`config.mk`:
```
export PLATFORM = sky130hd
export DESIGN_NAME = int_ctrl
export DESIGN_NICKNAME = d
export VERILOG_FILES = /design/src/rtl/int_ctrl_pkg.sv /design/src/rtl/int_ctrl_edge_sync.sv /design/src/rtl/int_ctrl.sv
export SDC_FILE = /design/constraint.sdc
export NUM_CORES = 1
export LEC_CHECK = 0
export ABC_AREA = 1
export BUFFER_PORTS_ARGS = -buffer_cell sky130_fd_sc_hd__buf_2
export CORE_MARGIN = 2
export CORE_UTILIZATION = 49
export CTS_BUF_LIST = sky130_fd_sc_hd__clkbuf_4 sky130_fd_sc_hd__clkbuf_8
export CTS_CLUSTER_SIZE = 28
export DETAILED_ROUTE_END_ITERATION = 6
export PLACE_DENSITY = 0.91
export SLEW_MARGIN = 20
export SYNTH_ARGS = -nofsm -noshare
export SYNTH_HDL_FRONTEND = slang
export SYNTH_SLANG_ARGS = --single-unit
```
`constraint.sdc`:
```
create_clock -name clk -period 2.29 [get_ports clk]
set_input_delay 0.229 -clock clk [delete_from_list [all_inputs] [get_ports clk]]
set_output_delay 0.229 -clock clk [all_outputs]
set_load 0.02 [all_outputs]
```
`src/rtl/int_ctrl_pkg.sv`:
```
// Shared types and default parameters for the interrupt controller.
package int_ctrl_pkg;

    localparam int          DEF_N_SRC      = 3;
    localparam logic [31:0] DEF_VEC_BASE   = 32'h0000_0000;
    localparam logic [31:0] DEF_VEC_STRIDE = 32'h0000_0040;

    typedef enum logic [1:0] {
        IDLE    = 2'd0,
        REQ     = 2'd1,
        SERVICE = 2'd2
    } state_t;

endpackage

```
`src/rtl/int_ctrl_edge_sync.sv`:
```
// Two-flop synchroniser for one asynchronous request line, plus a rising-edge pulse.
module edge_sync (
    input  logic clk,
    input  logic rst,
    input  logic din,
    output logic pulse
);

    logic s1, s2, s3;

    // NOTE: sequential state uses non-blocking assignments so every flop samples pre-edge values.
    always_ff @(posedge clk) begin
        if (rst) begin
            s1 <= 1'b0;
            s2 <= 1'b0;
            s3 <= 1'b0;
        end else begin
            s1 <= din;
            s2 <= s1;
            s3 <= s2;
        end
    end

    assign pulse = s2 & ~s3;

endmodule

```
`src/rtl/int_ctrl.sv`:
```
// Interrupt controller: edge-latched pending bits, software mask, fixed priority, ack/eret handshake.
module int_ctrl
    import int_ctrl_pkg::*;
#(
    parameter int          N_SRC      = DEF_N_SRC,
    parameter logic [31:0] VEC_BASE   = DEF_VEC_BASE,
    parameter logic [31:0] VEC_STRIDE = DEF_VEC_STRIDE,
    localparam int         ID_W       = (N_SRC > 1) ? $clog2(N_SRC) : 1
) (
    input  logic             clk,
    input  logic             rst,
    input  logic [N_SRC-1:0] src_in,
    input  logic             mask_we,
    input  logic [N_SRC-1:0] mask_din,
    input  logic             int_ack,
    input  logic             int_eret,
    output logic [N_SRC-1:0] mask,
    output logic [N_SRC-1:0] pending,
    output logic             irq,
    output logic [ID_W-1:0]  irq_id,
    output logic [31:0]      irq_vec,
    output logic             busy
);

    state_t            state, state_n;
    logic [N_SRC-1:0]  src_edge;
    logic [N_SRC-1:0]  cand;
    logic [N_SRC-1:0]  clr_mask;
    logic [N_SRC-1:0]  pending_n;
    logic [ID_W-1:0]   winner;
    logic [ID_W-1:0]   irq_id_n;
    logic              take;

    for (genvar i = 0; i < N_SRC; i++) begin : g_sync
        edge_sync u_sync (
            .clk   (clk),
            .rst   (rst),
            .din   (src_in[i]),
            .pulse (src_edge[i])
        );
    end

    assign cand = pending & ~mask;

    // Ascending scan: the last set bit seen is the highest index, i.e. highest priority.
    always_comb begin
        winner = '0;
        for (int i = 0; i < N_SRC; i++) begin
            if (cand[i]) winner = ID_W'(i);
        end
    end

    // NOTE: every signal driven here gets a default first, so no path can infer a latch.
    always_comb begin
        state_n  = state;
        irq_id_n = irq_id;
        take     = 1'b0;
        unique case (state)
            IDLE: begin
                if (|cand) begin
                    state_n  = REQ;
                    irq_id_n = winner;
                end
            end
            REQ: begin
                // The core has already committed once it acks, so ack beats a vanished candidate.
                if (int_ack) begin
                    state_n = SERVICE;
                    take    = 1'b1;
                end else if (|cand) begin
                    irq_id_n = winner;
                end else begin
                    state_n = IDLE;
                end
            end
            SERVICE: begin
                if (int_eret) state_n = IDLE;
            end
            default: state_n = IDLE;
        endcase
    end

    // A fresh edge is OR-ed in after the clear so it survives a same-cycle ack.
    assign clr_mask  = take ? ({{(N_SRC-1){1'b0}}, 1'b1} << irq_id) : '0;
    assign pending_n = (pending & ~clr_mask) | src_edge;

    always_ff @(posedge clk) begin
        if (rst) begin
            state   <= IDLE;
            mask    <= '0;
            pending <= '0;
            irq     <= 1'b0;
            irq_id  <= '0;
            busy    <= 1'b0;
        end else begin
            state   <= state_n;
            pending <= pending_n;
            irq     <= (state_n == REQ);
            irq_id  <= irq_id_n;
            busy    <= (state_n == SERVICE);
            if (mask_we) mask <= mask_din;
        end
    end

    assign irq_vec = VEC_BASE + 32'(irq_id) * VEC_STRIDE;

endmodule

```
After elaboration in Yosys (flattened, before gate mapping)
Cells that the tools add are included.

Memories kept: 0. Memory bits (read-only): 0. Bits in latches: 0. Word-level logic and storage cells: 49. Register bits: 21. Bits in writable memories: 0.

Reduce and logical (&&, ||, !) cells: 4. Shift operators: 1. Bitwise operators: 11. Magnitude comparators: 0. Equality and inequality tests: 5. Divide/modulo/power cells: 0. Add/sub/neg operators: 0. Multiplexer cells: 13. Multipliers: 0.

Operators with widths (number): $mux W2 (7); $and A3 B3 Y3 (2); $not A3 Y3 (2); $pmux W2 S3 (1); $eq A2 B1 Y1 const B (2); $eq A2 B2 Y1 const B (2); $pmux W2 S2 (1); $and A1 B1 Y1 (3); $mux W1 (3); $mux W3 (1); $not A1 Y1 (3); $or A3 B3 Y3 (1); $reduce_or A3 Y1 (1); $shl A1 B2 Y3 const A (1); $logic_not A2 Y1 (1); $ne A2 B2 Y1 const B (1); $reduce_and A2 Y1 (1); $reduce_bool A2 Y1 (1).

Longest topological paths before layout
Gate-level depths: netlist (run 1).

Word-level depth: 7. Mapped depth: 6.

Hierarchy
Synthesis (run 1) repeated with hierarchy kept, for this count alone.

Cells, all modules: 126. Area total of the unflattened synthesis: 969.7 sq um.

Modules (own cells, without submodules): int_ctrl (cells an instance 96, seq. area each 240.2 sq um, area an instance 710.7 sq um, times used 1); edge_sync (cells an instance 10, seq. area each 60.1 sq um, area an instance 86.3 sq um, times used 3).

Worst setup path before layout (run 1)
Ideal clock, no wire load.

Kind: register to register. From: register pending[1]. To: register irq_id[1]. Buffers on the path: 0. Clock period less this slack: 0.985 ns. Arrival: 0.868 ns. Slack: 1.305 ns. Setup time: 0.117 ns. Cell stages (with the launch flop): 6. Cell sequence: dfxtp_1 -> inv_1 -> nor2_1 -> nand3_2 -> nand3_1 -> a21oi_1.

Word-level cells in the longest chain between the ends: 5.

Ends and longest elaborated chain: start, declared (line int_ctrl.sv:18) `output logic [N_SRC-1:0] pending,`; start signal, assigned (line int_ctrl.sv:97) `pending <= pending_n;`; $and A3 B3 Y3 (*) (line int_ctrl.sv:43) `assign cand = pending & ~mask;`; $reduce_or A3 Y1 (*) (line int_ctrl.sv:60, int_ctrl.sv:70); $mux W2 (*); $mux W2; $pmux W2 S2 (*); end signal, assigned (line int_ctrl.sv:99) `irq_id <= irq_id_n;`; end, declared (line int_ctrl.sv:20) `output logic [ID_W-1:0] irq_id,`.

Mark *: on every way between the ends. The rest lies on a longest branch, timed or not. The select of a mux whose other input is x is not followed. A chain may end at the register's enable or synchronous reset.

Worst setup path after layout (run 1)
From: register irq_id[0]. To: output port irq_vec[6].

RTL lines: end, declared (line int_ctrl.sv:21) `output logic [31:0] irq_vec,`.

No word-level cell between the ends.

==> run metrics, run 1 <==
Longest Clk Path Bufs=2; number of nets in the layout=154; area of the multi-input gates=343 µm²; crit path time final=roughly 1.1 ns; routing usage on met2=21.8%; postcts setup bufs=0; Pwr Total=just under 0.7 mW; commonest non-fill, non-tap cells in the layout=conb_1 (30), buf_2 (22), dfxtp_1 (21); fmax=between 800 and 900 MHz; commonest non-fill, non-tap cell in the layout=conb_1; Area contributors post-synth=dfxtp_1 (43%), buf_4 (25%), nor2_1 (7.0%), inv_1 (6.6%), a21oi_1 (5.2%); largest net degree at the start of global routing=18; Critical Path Sink Type=primary output; synthesized flop and latch total=21; Fin Clk Skew=0.00914 ns; critical path data required time=between 2 and 2.5 ns; gr ovfl total=0; Synth area leader=dfxtp_1; internal power=approximately 0.48 mW; critical path, cell by cell=buf_2; CTS tree=yes; sequential cell area=about 420 µm²; Critical Path AT=0.91 ns; Starting Density=approximately half; Mapped Avg Cell Area=roughly 8 µm²; delay-heaviest family, CP=flip-flops; Cell Area, Synth=968 µm²; startpoint types=register; Tcrit/Tclk final=roughly 50%; P_leak=0.523 nW; vias in the first global route=562; Psw=~0.21 mW; initial antenna violation count=0; Clock power frac=about a quarter; top cell type's share of synthesized area=43.4%; Worst Hold Class=in -> reg; post-CTS sizing=0; DR iter-0 viols=2; DR pass1 iterations=4; post-route ant nets=0; combinational power share=17.2%; Net Sw Frac=around 30%; Port Buffers=22; outcome=complete, no violations; die area=2350 µm²; Sink Count=21; RSZ-0062 raised after global routing=no; io pins=53; Reg power frac=between 50% and 60%; GPL Wtd Cong=0.722; core area=approximately 1900 µm²; Die Span Y=around 48 µm; via count=approximately 700; pwr/cell area=approximately 700 nW/µm²; worst hold slack=between 0.1 and 0.15 ns; Cells after Synth=between 100 and 150; Max stage delay on crit path=about 0.42 ns; Site Rows=16; WL/cell=~8.4 µm; final wirelength=approximately 1.4 mm; final core occ=52.5%; M3 GR Usage=between 4 and 5%; # fillers=approximately 200; Max FO, Critical Path=5; DRC violations left=0; Setup violations, final=0; dpl hpwl=between 1 and 1.5 mm; first-pass GRT wire length=roughly 2.1 mm; Total GRT Usage=11.6%; number of buffer and inverter stages on the critical path=1; Slowest-stage cell, CP=dfxtp_1; Worst R2R Setup Slack=1.26 ns; CTS Buf Count=3; GRT busiest layer=met2; final antenna diode count=0; post-synthesis sequential area ratio=between 40% and 50%; final slew viol count=0; number of hold violations in the final report=0; VDD IR max=between 0.3 and 0.4 mV; YS warnings=0; H-tree depth=1; synth unique cells=15; Worst Setup Path Type=reg -> out; met1 Usage GRT=11.4%; share of cells above drive strength 1=20.4%; Worst-path clk slew=about 0.12 ns; Worst-Skew Late Latency=roughly 0.30 ns; Sum Neg Setup Slack=0 ns; hold-fix buffers at CTS=0; vias per cell=about 4.1; clock root cell=clkbuf_4; Max Cap Viol=0; area grow syn2layout=3.10%; chip width=between 40 and 50 µm
synth_stat cells (all sizes together):
library cell	instances
nand2	5
nor2	19
nand3	8
a21oi	10
o21a	2
dfxtp	21
buf	34
nor3	1
conb	1
inv	17
o21ai	3
power by group through the flow:
| stage | Combinational, mW | Clock, mW | Sequential [mW] |
|---|---|---|---|
| CTS | 0.118 | 0.177 | 0.394 |
| floorplan | 0.121 | 0 | 0.413 |
| global placement | 0.114 | 0 | 0.402 |
| detailed placement | 0.117 | 0 | 0.402 |
| finish | 0.118 | 0.172 | 0.394 |
| global route | 0.127 | 0.194 | 0.396 |
kinds of logic after synthesis:
| family | after synthesis | share of synthesized area [%] |
|---|---|---|
| AO/OA/AOI/OAI | 15 | 8.27 |
| buffers and inverters | 51 | 32.4 |
| flip-flops | 21 | 43.4 |
| other | 1 | 0.387 |
| AND/OR/NAND/NOR | 33 | 15.5 |
worst reg2reg max path: stages, from the launching register on:
cell and delay, ns:
dfxtp_1 0.36, a21oi_1 0.24, nand2_1 0.16, nand3_1 0.09, a21oi_1 0.06
metrics by stage:
step                      area [µm²]  setup WS [ns]  std cells
after floorplan                 1080           1.30        150
after global placement           971           1.36        165
after detailed placement         971           1.26        165
after CTS                        998           1.14        169
after global routing             998           1.10        169
final                            998           1.15        169
area by class of cell:
| cell class | instances | share of cell area [%] |
|---|---|---|
| Clock buffer | 3 | 2.26 |
| Inverter | 17 | 6.39 |
| Clock inverter | 1 | 0.501 |
| Timing Repair Buffer | 22 | 11.0 |
| Tap cell | 27 | 3.38 |
| Sequential cell | 21 | 42.1 |
| Multi-Input combinational cell | 78 | 34.3 |
state kept, by name, indices dropped and copies added, names as in the netlist, 2 cells and up:
signal	cells
g_sync.u_sync.s1	3
g_sync.u_sync.s2	3
g_sync.u_sync.s3	3
irq_id	2
mask	3
pending	3
state	2
routing by layer:
metal  up-vias  wire length, µm  part of all wire (%)
met4         0               21                   1.5
met1       312              533                    37
li1        351                -                     -
met3         3              121                   8.5
met5         -                0                     0
met2        31              745                    52
path summary, 6_finish.rpt:
kind	to	depth (start not counted)	startpoint
setup / recovery	irq_vec[6]	1	irq_id[0]
hold / removal	g_sync[0].u_sync.s1	3	src_in[0]
setup reg to reg	irq_id[0]	4	state[1]
hold reg to reg	g_sync[0].u_sync.s2	2	g_sync[0].u_sync.s1
No activity file was read; power rests on OpenSTA's default activity.
==> run 2: changes to the inputs <==
--- a/config.mk
+++ b/config.mk
@@ -8,11 +8,11 @@
 export ABC_AREA = 1
 export BUFFER_PORTS_ARGS = -buffer_cell sky130_fd_sc_hd__buf_2
 export CORE_MARGIN = 2
-export CORE_UTILIZATION = 49
+export CORE_UTILIZATION = 41
 export CTS_BUF_LIST = sky130_fd_sc_hd__clkbuf_4 sky130_fd_sc_hd__clkbuf_8
 export CTS_CLUSTER_SIZE = 28
 export DETAILED_ROUTE_END_ITERATION = 6
-export PLACE_DENSITY = 0.91
+export PLACE_DENSITY = 0.82
 export SLEW_MARGIN = 20
 export SYNTH_ARGS = -nofsm -noshare
 export SYNTH_HDL_FRONTEND = slang
==> constraint.sdc (replaced) <==
create_clock -name clk -period 0.94 [get_ports clk]
set_input_delay 0.094 -clock clk [delete_from_list [all_inputs] [get_ports clk]]
set_output_delay 0.094 -clock clk [all_outputs]
set_load 0.02 [all_outputs]
==> run 2 against run 1 <==
Effect of this change:
- the flow now finishes with violations (setup timing)
- routed wire length increased by 17%
- cell area grew 21%
- clock power grew to 2.7 times the previous value
- utilization grew 1.6 points
- sequential cell count did not move
- power rose to 2.6 times the previous value
- non-clock buffer count increased by 11
- worst setup slack worse by 1.2 ns
- sequential share of layout area shrank 5.7 points
- largest power group unchanged
==> run metrics, run 2 (synthesized netlist as in run 1, its figures left out) <==
Setup violations, final=3 (+3); DR iter-0 viols=8 (+6); final slew viol count=0 (unchanged); commonest non-fill, non-tap cells in the layout=conb_1 (30), nor2_1 (17), inv_1 (16); DRC violations left=0 (unchanged); P_leak=0.598 nW (+14%); die area=2770 µm² (+18%); reg-to-reg startpoint=state[0]; Max Cap Viol=0 (unchanged); failing checks=setup timing; gr ovfl total=0 (unchanged); sequential cell area=439 µm² (+4.5%); RSZ-0062 raised after global routing=yes; setup ws final=-0.0389 ns (-1.19 ns); outcome=finished, violations left; pwr/cell area=1490 nW/µm² (+120%); io pins=53 (unchanged); Worst R2R Setup Slack=-0.04 ns (-1.30 ns); number of hold violations in the final report=0 (unchanged); dpl hpwl=1.08 mm (-6.5%); DR pass1 iterations=4 (unchanged); Max stage delay on crit path=0.39 ns (-0.03 ns); initial antenna violation count=0 (unchanged); CP endpoint=pending[2]; share of cells above drive strength 1=37.3% (+17 points); Critical Path Sink Type=register; critical path, cell by cell=nand2_4, nor2_4, nand3_2, a21oi_2, nor2_1; Total GRT Usage=10.5% (-1.1 points); Slowest-stage cell, CP=dfxtp_4; RR Endpoint=pending[2]; Critical Path AT=1.20 ns (+0.29 ns); core area=2230 µm² (+17%); Die Span Y=52.6 µm (+8.6%); number of nets in the layout=165 (+7.1%); Worst Hold Class=in -> reg; Fin Clk Skew=0.00895 ns (-0.000191 ns); area of the multi-input gates=394 µm² (+15%); Place WS=-0.0128 ns (-1.27 ns); Tcrit/Tclk final=104%; largest net degree at the start of global routing=12 (-6); Site Rows=17 (+1); commonest non-fill, non-tap cell in the layout=conb_1; Starting Density=43.4% (-7.6 points); R2R depth=5 (+1); Worst-Skew Late Latency=0.32 ns (+0.02 ns); Sum Neg Setup Slack=-0.0776 ns (-0.0776 ns); fmax=roughly 1000 MHz; final antenna diode count=0 (unchanged); Port Buffers=22 (unchanged); WL/cell=9.18 µm (+9.1%); Sink Count=21 (unchanged); # fillers=223 (+11%); number of buffer and inverter stages on the critical path=0 (-1); delay-heaviest family, CP=flip-flops; vias per cell=3.99 (-3.3%); CTS Buf Count=3 (unchanged); first-pass GRT wire length=2.06 mm (-2.6%); H-tree depth=1 (unchanged); Critical path origin=state[0]; startpoint types=register; Worst-path clk slew=0.12 ns (about the same); Max FO, Critical Path=4 (-1); vias in the first global route=532 (-5.3%); area grow syn2layout=24.7%; via count=722 (+3.6%); GPL Wtd Cong=0.743 (+2.9%); CTS tree=yes; clock root cell=clkbuf_4; Worst Setup Path Type=reg -> reg; chip width=52.6 µm (+8.6%); critical path data required time=1.16 ns (-0.90 ns); crit path time final=between 0.9 and 1 ns; worst hold stages=2 (-1); CP Depth=5 (+4); VDD IR max=1.01 mV (+200%); Longest Clk Path Bufs=2 (unchanged); final wirelength=1.66 mm (+17%); post-route ant nets=0 (unchanged)
## run 2: cell types whose count changed in the layout (fill, tap and decap cells not counted), sizes merged
cell,before,now
clkinv,1,0
clkbuf,3,4
dlygate4sd3,0,3
buf,22,30
## run 2: final cells by class
cell class                 count  share of cell area [%]
sequential                    21                    36.4
multi-input combinational     78                    32.6
timing repair buffer          33                    20.3
inverter                      17                    5.28
tap                           28                    2.90
clock buffer                   4                    2.49
## run 2: metal layers
layer  GRT usage, %  part of all wire, %  up-vias
li1               -                    -      372
met1           10.8                   40      316
met2           17.5                   51       31
met3           6.29                  8.3        3
met4           3.85                  1.2        0
met5              0                    0        -
## run 2: worst min path at each step
| stage | from | to |
|---|---|---|
| floorplan | src_in[0] | g_sync[0].u_sync.s1 |
| global route | rst | pending[0] |
| CTS | mask_din[1] | mask[1] |
| finish | rst | pending[0] |
| detailed placement | src_in[1] | g_sync[1].u_sync.s1 |
| global placement | src_in[1] | g_sync[1].u_sync.s1 |
## run 2: what timing repair did
| item | in CTS | in global routing |
|---|---|---|
| pin swaps | 0 | 3 |
| hold buffers | 3 | 0 |
| endpoints found under the hold margin | 3 | 0 |
| endpoints found under the setup margin | 11 | 15 |
| resized for setup | 13 | 25 |
| buffers inserted | 2 | 4 |
## run 2: metrics by stage
step	hold slack [ns]	utilization (%)	instance area (µm²)	cells	power, mW
after floorplan	0.201	-	1080	150	1.30
after global placement	0.291	44.3	990	168	1.27
after detailed placement	0.304	44.3	990	168	1.27
after CTS	0.000456	48.8	1090	177	1.76
after global routing	0.00522	54.1	1210	181	1.88
final	0.00185	54.1	1210	181	1.80
## run 2: power breakdown
part           switching (mW)  leakage, nW  total (mW)  internal [mW]
Combinational           0.242        0.403       0.365          0.123
Clock                   0.277       0.0184       0.472          0.195
Sequential             0.0304        0.177       0.965          0.934
Total                   0.549        0.598        1.80           1.25
